**config.mk**
```make
export PLATFORM = sky130hd
export DESIGN_NAME = div_err_accumulator
export DESIGN_NICKNAME = d
export VERILOG_FILES = /design/src/rtl/div_err_pkg.sv /design/src/rtl/div_abs_diff.sv /design/src/rtl/div_err_accumulator.sv
export SDC_FILE = /design/constraint.sdc
export NUM_CORES = 1
export LEC_CHECK = 0
export BUFFER_PORTS_ARGS = -buffer_cell sky130_fd_sc_hd__buf_2
export CELL_PAD_IN_SITES_DETAIL_PLACEMENT = 0
export CELL_PAD_IN_SITES_GLOBAL_PLACEMENT = 2
export CORE_MARGIN = 2
export CORE_UTILIZATION = 32
export DETAILED_ROUTE_END_ITERATION = 8
export PLACE_DENSITY_LB_ADDON = 0.1
export SKIP_CTS_REPAIR_TIMING = 1
export SLEW_MARGIN = 0
export SYNTH_ARGS = -nofsm -noshare
export SYNTH_HDL_FRONTEND = slang
export SYNTH_SLANG_ARGS = --single-unit
```
**constraint.sdc**
```tcl
create_clock -name clk -period 4.45 [get_ports clk]
set_input_delay 0.6675 -clock clk [delete_from_list [all_inputs] [get_ports clk]]
set_output_delay 0.6675 -clock clk [all_outputs]
set_load 0.01 [all_outputs]
```
**src/rtl/div_err_pkg.sv**
```systemverilog
// -----------------------------------------------------------------------------
// div_err_pkg
// Shared definitions for the divider error accumulator:
//   - state_t     : accumulator FSM states (IDLE, RUN, DRAIN, DONE)
//   - DEF_*       : default quotient / counter / sum widths
//   - sat_add()   : unsigned saturating add, clamped to a run-time width
// -----------------------------------------------------------------------------
package div_err_pkg;

    typedef enum logic [1:0] {
        IDLE  = 2'd0,
        RUN   = 2'd1,
        DRAIN = 2'd2,
        DONE  = 2'd3
    } state_t;

    localparam int DEF_QW    = 8;
    localparam int DEF_CNT_W = 24;
    localparam int DEF_SUM_W = 32;

    // Widest accumulator the helper supports.
    localparam int SAT_ACC_W = 64;

    typedef struct packed {
        logic                 ovf;
        logic [SAT_ACC_W-1:0] sum;
    } sat_res_t;

    // a + b clamped to 2^w-1; ovf is set whenever the clamp engages.
    // Operands are zero-extended by the caller to SAT_ACC_W bits.
    function automatic sat_res_t sat_add(
        input logic [SAT_ACC_W-1:0] a,
        input logic [SAT_ACC_W-1:0] b,
        input int unsigned          w
    );
        logic [SAT_ACC_W:0] full;
        logic [SAT_ACC_W:0] lim;
        sat_res_t           res;
        full = {1'b0, a} + {1'b0, b};
        if (w >= 32'(SAT_ACC_W)) begin
            lim = {1'b0, {SAT_ACC_W{1'b1}}};
        end else begin
            lim = ((SAT_ACC_W+1)'(1) << w) - (SAT_ACC_W+1)'(1);
        end
        if (full > lim) begin
            res.ovf = 1'b1;
            res.sum = lim[SAT_ACC_W-1:0];
        end else begin
            res.ovf = 1'b0;
            res.sum = full[SAT_ACC_W-1:0];
        end
        return res;
    endfunction

endpackage

```
**src/rtl/div_abs_diff.sv**
```systemverilog
// -----------------------------------------------------------------------------
// div_abs_diff
// Combinational unsigned magnitude |a - b|, QW bits wide.
// Ports:
//   i_a, i_b : QW-bit unsigned operands
//   o_diff   : QW-bit unsigned |i_a - i_b|
// -----------------------------------------------------------------------------
module div_abs_diff #(
    parameter int QW = 8
) (
    input  logic [QW-1:0] i_a,
    input  logic [QW-1:0] i_b,
    output logic [QW-1:0] o_diff
);

    // Subtract the smaller operand from the larger so the result never wraps.
    always_comb begin
        if (i_a >= i_b) begin
            o_diff = i_a - i_b;
        end else begin
            o_diff = i_b - i_a;
        end
    end

endmodule

```
**src/rtl/div_err_accumulator.sv**
```systemverilog
// -----------------------------------------------------------------------------
// div_err_accumulator
// Collects error statistics between an approximate and an exact divider over a
// programmed number of samples: saturating sum of |q_apx-q_exa|, maximum
// error, count of erroneous samples and count of skipped zero-divisor samples.
//
// Optional feature macro: DIV_ERR_REM_EN
//   When defined, remainder inputs r_apx/r_exa are added and the remainder
//   error sum/max (rem_err_sum, rem_err_max) are accumulated with the same
//   skip rules. Saturation of either sum sets the shared sticky sat flag.
//
// Ports:
//   clk, rst            : clock, asynchronous active-high reset
//   start, num_samples  : begin a run of num_samples samples (IDLE/DONE only)
//   in_valid, in_ready  : sample handshake
//   d, q_apx, q_exa     : divisor and the two quotients of a sample
//   busy, done          : run status (RUN|DRAIN, DONE)
//   err_sum, err_max    : saturating error sum, maximum error
//   err_cnt, skip_cnt   : erroneous-sample count, zero-divisor sample count
//   sat                 : sticky, an error sum saturated
// -----------------------------------------------------------------------------
module div_err_accumulator
    import div_err_pkg::*;
#(
    parameter int QW    = DEF_QW,
    parameter int CNT_W = DEF_CNT_W,
    parameter int SUM_W = DEF_SUM_W
) (
    input  logic             clk,
    input  logic             rst,
    input  logic             start,
    input  logic [CNT_W-1:0] num_samples,
    input  logic             in_valid,
    output logic             in_ready,
    input  logic [QW-1:0]    d,
    input  logic [QW-1:0]    q_apx,
    input  logic [QW-1:0]    q_exa,
`ifdef DIV_ERR_REM_EN
    input  logic [QW-1:0]    r_apx,
    input  logic [QW-1:0]    r_exa,
    output logic [SUM_W-1:0] rem_err_sum,
    output logic [QW-1:0]    rem_err_max,
`endif
    output logic             busy,
    output logic             done,
    output logic [SUM_W-1:0] err_sum,
    output logic [QW-1:0]    err_max,
    output logic [CNT_W-1:0] err_cnt,
    output logic [CNT_W-1:0] skip_cnt,
    output logic             sat
);

    localparam logic [CNT_W-1:0] CNT_ONE = CNT_W'(1);

    state_t           r_state;
    state_t           w_state_nxt;
    logic             w_clear;
    logic             w_hs;
    logic [CNT_W-1:0] w_cnt_inc;

    logic             r_in_ready;
    logic             r_busy;
    logic             r_done;
    logic [CNT_W-1:0] r_target;
    logic [CNT_W-1:0] r_acc_cnt;

    logic             r_s1_valid;
    logic             r_s1_skip;
    logic [QW-1:0]    r_s1_e;
    logic [QW-1:0]    w_q_diff;

    logic [SUM_W-1:0] r_err_sum;
    logic [QW-1:0]    r_err_max;
    logic [CNT_W-1:0] r_err_cnt;
    logic [CNT_W-1:0] r_skip_cnt;
    logic             r_sat;
    sat_res_t         w_sum_res;
    logic             w_rem_ovf;

    div_abs_diff #(.QW(QW)) u_q_diff (
        .i_a    (q_apx),
        .i_b    (q_exa),
        .o_diff (w_q_diff)
    );

`ifdef DIV_ERR_REM_EN
    logic [QW-1:0]    w_r_diff;
    logic [QW-1:0]    r_s1_re;
    logic [SUM_W-1:0] r_rem_err_sum;
    logic [QW-1:0]    r_rem_err_max;
    sat_res_t         w_rem_res;

    div_abs_diff #(.QW(QW)) u_r_diff (
        .i_a    (r_apx),
        .i_b    (r_exa),
        .o_diff (w_r_diff)
    );

    // Remainder error sum with the same clamp as the quotient sum.
    always_comb begin
        w_rem_res = sat_add(SAT_ACC_W'(r_rem_err_sum), SAT_ACC_W'(r_s1_re),
                            32'(SUM_W));
        w_rem_ovf = w_rem_res.ovf;
    end

    // Remainder S1 capture and S2 statistics.
    always_ff @(posedge clk or posedge rst) begin
        if (rst) begin
            r_s1_re       <= '0;
            r_rem_err_sum <= '0;
            r_rem_err_max <= '0;
        end else begin
            if (w_hs) begin
                r_s1_re <= w_r_diff;
            end else begin
                r_s1_re <= r_s1_re;
            end
            if (w_clear) begin
                r_rem_err_sum <= '0;
                r_rem_err_max <= '0;
            end else if (r_s1_valid && !r_s1_skip) begin
                r_rem_err_sum <= w_rem_res.sum[SUM_W-1:0];
                if (r_s1_re > r_rem_err_max) begin
                    r_rem_err_max <= r_s1_re;
                end else begin
                    r_rem_err_max <= r_rem_err_max;
                end
            end else begin
                r_rem_err_sum <= r_rem_err_sum;
                r_rem_err_max <= r_rem_err_max;
            end
        end
    end

    assign rem_err_sum = r_rem_err_sum;
    assign rem_err_max = r_rem_err_max;
`else
    assign w_rem_ovf = 1'b0;
`endif

    assign w_hs      = in_valid && (r_state == RUN);
    assign w_cnt_inc = r_acc_cnt + CNT_ONE;

    // Next-state logic; w_clear marks an accepted start.
    always_comb begin
        w_state_nxt = r_state;
        w_clear     = 1'b0;
        case (r_state)
            IDLE, DONE: begin
                if (start) begin
                    w_clear = 1'b1;
                    if (num_samples == '0) begin
                        w_state_nxt = DONE;
                    end else begin
                        w_state_nxt = RUN;
                    end
                end else begin
                    w_state_nxt = r_state;
                end
            end
            RUN: begin
                if (w_hs && (w_cnt_inc == r_target)) begin
                    w_state_nxt = DRAIN;
                end else begin
                    w_state_nxt = RUN;
                end
            end
            DRAIN: begin
                // S1 empty means the last sample has reached the statistics.
                if (!r_s1_valid) begin
                    w_state_nxt = DONE;
                end else begin
                    w_state_nxt = DRAIN;
                end
            end
            default: begin
                w_state_nxt = IDLE;
            end
        endcase
    end

    // State register plus registered status outputs decoded from next state.
    always_ff @(posedge clk or posedge rst) begin
        if (rst) begin
            r_state    <= IDLE;
            r_in_ready <= 1'b0;
            r_busy     <= 1'b0;
            r_done     <= 1'b0;
        end else begin
            r_state    <= w_state_nxt;
            r_in_ready <= (w_state_nxt == RUN);
            r_busy     <= (w_state_nxt == RUN) || (w_state_nxt == DRAIN);
            r_done     <= (w_state_nxt == DONE);
        end
    end

    // Target capture and handshake counter.
    always_ff @(posedge clk or posedge rst) begin
        if (rst) begin
            r_target  <= '0;
            r_acc_cnt <= '0;
        end else if (w_clear) begin
            r_target  <= num_samples;
            r_acc_cnt <= '0;
        end else if (w_hs) begin
            r_target  <= r_target;
            r_acc_cnt <= w_cnt_inc;
        end else begin
            r_target  <= r_target;
            r_acc_cnt <= r_acc_cnt;
        end
    end

    // Pipeline stage 1: error magnitude and skip flag.
    always_ff @(posedge clk or posedge rst) begin
        if (rst) begin
            r_s1_valid <= 1'b0;
            r_s1_skip  <= 1'b0;
            r_s1_e     <= '0;
        end else if (w_hs) begin
            r_s1_valid <= 1'b1;
            r_s1_skip  <= (d == '0);
            r_s1_e     <= w_q_diff;
        end else begin
            r_s1_valid <= 1'b0;
            r_s1_skip  <= r_s1_skip;
            r_s1_e     <= r_s1_e;
        end
    end

    // Saturating quotient error sum for the sample in S1.
    always_comb begin
        w_sum_res = sat_add(SAT_ACC_W'(r_err_sum), SAT_ACC_W'(r_s1_e), 32'(SUM_W));
    end

    // Pipeline stage 2: statistics update.
    always_ff @(posedge clk or posedge rst) begin
        if (rst) begin
            r_err_sum  <= '0;
            r_err_max  <= '0;
            r_err_cnt  <= '0;
            r_skip_cnt <= '0;
            r_sat      <= 1'b0;
        end else if (w_clear) begin
            r_err_sum  <= '0;
            r_err_max  <= '0;
            r_err_cnt  <= '0;
            r_skip_cnt <= '0;
            r_sat      <= 1'b0;
        end else if (r_s1_valid && r_s1_skip) begin
            r_skip_cnt <= r_skip_cnt + CNT_ONE;
        end else if (r_s1_valid) begin
            r_err_sum <= w_sum_res.sum[SUM_W-1:0];
            r_sat     <= r_sat || w_sum_res.ovf || w_rem_ovf;
            if (r_s1_e > r_err_max) begin
                r_err_max <= r_s1_e;
            end else begin
                r_err_max <= r_err_max;
            end
            if (r_s1_e != '0) begin
                r_err_cnt <= r_err_cnt + CNT_ONE;
            end else begin
                r_err_cnt <= r_err_cnt;
            end
        end else begin
            r_err_sum  <= r_err_sum;
            r_err_max  <= r_err_max;
            r_err_cnt  <= r_err_cnt;
            r_skip_cnt <= r_skip_cnt;
            r_sat      <= r_sat;
        end
    end

    assign in_ready = r_in_ready;
    assign busy     = r_busy;
    assign done     = r_done;
    assign err_sum  = r_err_sum;
    assign err_max  = r_err_max;
    assign err_cnt  = r_err_cnt;
    assign skip_cnt = r_skip_cnt;
    assign sat      = r_sat;

endmodule

```
==> summary.md <==
* **wire length reported by the detailed router** 24900 µm
* **non-filler instance count after layout** 1515
* **number of warnings issued by yosys** 0
* **flop-to-flop setup slack** 1.36 ns
* **weighted congestion at the end of routability-driven global placement** 0.7861
* **hold path startpoint** num_samples[21]
* **number of register bits inferred by synthesis** 152
* **overall global routing resource usage** 0.1724
* **quantity of I/O buffers inserted on ports** 143
* **Critical Path Slowest Stage Cell** sky130_fd_sc_hd__dfrtp_1
* **worst slew slack as a fraction of its limit** 0.3396
* **TritonCTS Sinks** 152
* **worst stage delay on the critical path** 0.42 ns
* **DIE WIDTH** 172.4 µm
* **Power Total** 4.844 mW
* **number of antenna violations at the first check in global routing** 0
* **Worst Setup Slack post-DPL** 0.9738 ns
* **die height** 172.4 µm
* **FF-to-FF path depth** 10
* **IR Drop Worst-Case VDD** 0.2520 mV
* **total inserted antenna cells** 0
* **final sum of negative setup slack** 0 ns
* **count of vias placed by the detailed router** 7415
* **Remaining DRCs** 0
* **worst setup path category** flip-flop to flip-flop
* **maximum level of the CTS H-tree** 4
* **area of the placeable core** 27860 µm²
* **crit path DAT** 3.44 ns
* **average cell area after synthesis** 9.106 µm²
* **first drt pass iteration count** 4
* **number of slew-limit violations in the final report** 0
* **post-synthesis async set-or-reset flop share** 1.000
* **vias per std cell** 4.894
* **initial standard-cell utilization of the core** 0.3259
* **clock input transition at the sequential cells of the worst setup and hold paths** 0.07 ns
* **Final WS setup** 1.358 ns
* **final cell area excluding filler cells** 10680 µm²
* **Std-Cell Rows** 61
* **setup skew after layout** 0.01240 ns
* **highest attainable clock frequency** 0.3234 GHz
* **CTS tree** yes
* **total congestion overflow** 0
* **fraction of layout instances using a drive strength above 1** 0.1917
* **Synth cell types** 76
* **minimum clock period** 3.092 ns
* **Hold Path Depth** 3
* **nature of the critical path startpoint** flip-flop
* **Max Cap Violations** 0
* **final routed wire length divided by cell count** 16.43 µm
* **main flop type after synthesis** sky130_fd_sc_hd__dfrtp_1
* **end of the worst register-to-register path** err_sum[10]$_DFFE_PP0P_
* **crit path capture type** flip-flop
* **transition time at the pin with the least slew margin** 0.9906 ns
* **buffer cell driving the clock tree root** sky130_fd_sc_hd__clkbuf_16
* **number of failing setup endpoints in the final timing report** 0
* **combined area of all synthesized cells** 9079 µm²
* **worst-path cell chain** ha_1 -> inv_1 -> fa_1 -> nor2b_1 -> o2111ai_1 -> a31oi_2 -> o21ai_0 -> nor2_1 -> nand3_1 -> a21oi_1
* **number of top-level design ports** 144
* **Detailed Place HPWL** 17920 µm
* **Net Count, Synth** 1090
* **power density over the cells** 453.8 nW/µm²
* **Endpoint, Worst Hold** r_target[21]$_DFFE_PP0P_
* **TritonCTS buffer count** 17
* **P_leak** 4.850 nW
* **final net count** 1217
* **setup repair after global routing missed its margin** no
* **worst-path fanout max** 9
* **largest buffer count on any clock path** 2
* **Post-Synthesis Cells** 997
* **post-route clock period utilization** 0.6949
* **share of the core filled with cells in the final layout** 0.3832
* **launch point of the worst reg-to-reg path** r_s1_e[0]$_DFFE_PP0P_
* **status** finished, final reports clean
* **area overhead of the layout relative to synthesis** 17.59%
* **via count of the first global-routing pass** 7233
* **Hold Vio Cnt, Final** 0
* **instance count after placement with tap cells included** 1483
* **placed inst area** 10130 µm²
* **worst skew pair latency** 0.42 ns
* **kind of path behind the tightest hold check** primary input to flip-flop
* **count of nets left with antenna violations after detail routing** 0
* **post-synthesis sequential area ratio** 0.4190
* **largest net degree at the start of global routing** 153
* **hold slack** 0.4544 ns
* **first-pass GRT wire length** 40060 µm
* **required arrival time at the worst endpoint** 4.80 ns
* **number of flops mapped to enable cells by yosys** 0
* **iteration-0 DRC count of the detailed router** 352
* **overall die area** 29730 µm²
==> worst max path at each step <==
stage / end / from
floorplan: r_s1_e[5]$_DFFE_PP0P_ / q_apx[0]
global placement: r_s1_e[5]$_DFFE_PP0P_ / q_apx[0]
detailed placement: r_s1_e[5]$_DFFE_PP0P_ / q_apx[0]
CTS: err_sum[10]$_DFFE_PP0P_ / r_s1_e[0]$_DFFE_PP0P_
global route: err_sum[10]$_DFFE_PP0P_ / r_s1_e[0]$_DFFE_PP0P_
finish: err_sum[10]$_DFFE_PP0P_ / r_s1_e[0]$_DFFE_PP0P_
==> cells in the final DEF, fill, tap and decap left out, types with 4 or more instances in the layout <==
cell type / instances
sky130_fd_sc_hd__dfrtp_1: 152
sky130_fd_sc_hd__buf_2: 143
sky130_fd_sc_hd__nand2_1: 129
sky130_fd_sc_hd__nor2_1: 105
sky130_fd_sc_hd__xor2_1: 55
sky130_fd_sc_hd__xnor2_1: 52
sky130_fd_sc_hd__inv_1: 48
sky130_fd_sc_hd__nand3_1: 48
sky130_fd_sc_hd__a21oi_1: 43
sky130_fd_sc_hd__ha_1: 38
sky130_fd_sc_hd__o21ai_0: 37
sky130_fd_sc_hd__nor3_1: 19
sky130_fd_sc_hd__and3_1: 17
sky130_fd_sc_hd__clkbuf_16: 17
sky130_fd_sc_hd__nand4_1: 16
sky130_fd_sc_hd__and4_1: 15
sky130_fd_sc_hd__mux2i_1: 15
sky130_fd_sc_hd__nor4_1: 14
sky130_fd_sc_hd__a31oi_1: 13
sky130_fd_sc_hd__or3_1: 13
sky130_fd_sc_hd__nor2b_1: 8
sky130_fd_sc_hd__and2_1: 8
sky130_fd_sc_hd__nand2b_1: 6
sky130_fd_sc_hd__o2111ai_1: 6
sky130_fd_sc_hd__inv_6: 6
sky130_fd_sc_hd__buf_4: 6
sky130_fd_sc_hd__a21o_1: 5
sky130_fd_sc_hd__nor3_2: 5
sky130_fd_sc_hd__o22ai_1: 5
sky130_fd_sc_hd__o31ai_1: 5
sky130_fd_sc_hd__a311oi_1: 5
sky130_fd_sc_hd__a211oi_1: 4
==> cells by family after synthesis <==
kind of cell | Yosys count | share of synthesized area
and+or+nand+nor | 429 | 0.2373
xor gates and xnor gates | 107 | 0.1032
DFF | 152 | 0.4190
adders and majority gates | 41 | 0.05899
muxes | 17 | 0.01902
AOI/OAI and AO/OA | 160 | 0.1194
buffers and inverters | 91 | 0.04314
==> synthesized netlist by cell type, types with 13 or more instances <==
master / n / area, µm²
sky130_fd_sc_hd__a21oi_1: 43 / 215.2
sky130_fd_sc_hd__a31oi_1: 13 / 81.33
sky130_fd_sc_hd__and3_1: 17 / 106.4
sky130_fd_sc_hd__and4_1: 15 / 131.4
sky130_fd_sc_hd__clkbuf_1: 22 / 82.58
sky130_fd_sc_hd__dfrtp_1: 152 / 3804
sky130_fd_sc_hd__ha_1: 38 / 475.5
sky130_fd_sc_hd__inv_1: 49 / 183.9
sky130_fd_sc_hd__mux2i_1: 15 / 150.1
sky130_fd_sc_hd__nand2_1: 129 / 484.2
sky130_fd_sc_hd__nand3_1: 48 / 240.2
sky130_fd_sc_hd__nand4_1: 16 / 100.1
sky130_fd_sc_hd__nor2_1: 105 / 394.1
sky130_fd_sc_hd__nor3_1: 19 / 95.09
sky130_fd_sc_hd__nor4_1: 14 / 87.58
sky130_fd_sc_hd__o21ai_0: 37 / 185.2
sky130_fd_sc_hd__or3_1: 13 / 81.33
sky130_fd_sc_hd__xnor2_1: 52 / 455.4
sky130_fd_sc_hd__xor2_1: 55 / 481.7
==> report_power, final <==
| group | internal (mW) | leakage (nW) | switching, mW |
|---|---|---|---|
| logic | 0.679 | 2.78 | 0.853 |
| registers | 1.62 | 1.81 | 0.317 |
| clock network | 0.729 | 0.264 | 0.643 |
| total | 3.03 | 4.85 | 1.81 |
==> layout make-up <==
| class | count | area (µm²) |
|---|---|---|
| tap | 378 | 473.0 |
| timing repair buffer | 150 | 780.7 |
| sequential | 152 | 3804 |
| clock buffer | 18 | 429.2 |
| multi-input combinational | 754 | 4886 |
| fill | 2911 | 17180 |
| clock inverter | 14 | 115.1 |
| inverter | 49 | 187.7 |
==> per-layer routing <==
layer	vias to the layer above	track usage	wire [µm]
li1	3733	-	-
met1	3559	0.2453	12230
met2	104	0.2751	11660
met3	19	0.02770	725
met4	0	0.03836	282
met5	-	0	0
==> critical path: cells and delay by family (launching register included) <==
family                     cells  cell delay, ns
AOI/OAI and AO/OA              4            1.10
adders and majority gates      2            0.60
buffers and inverters          1            0.05
DFF                            1            0.42
and+or+nand+nor                3            0.86
==> state kept, by name (all words and copies together), names as in the netlist <==
register / count
skip_cnt: 24
in_ready: 1
err_sum: 32
r_state: 2
err_max: 8
r_s1_e: 8
r_acc_cnt: 24
err_cnt: 24
r_s1_skip: 1
sat: 1
r_target: 24
busy: 1
r_s1_valid: 1
done: 1
No activity file was read; power rests on OpenSTA's default activity.
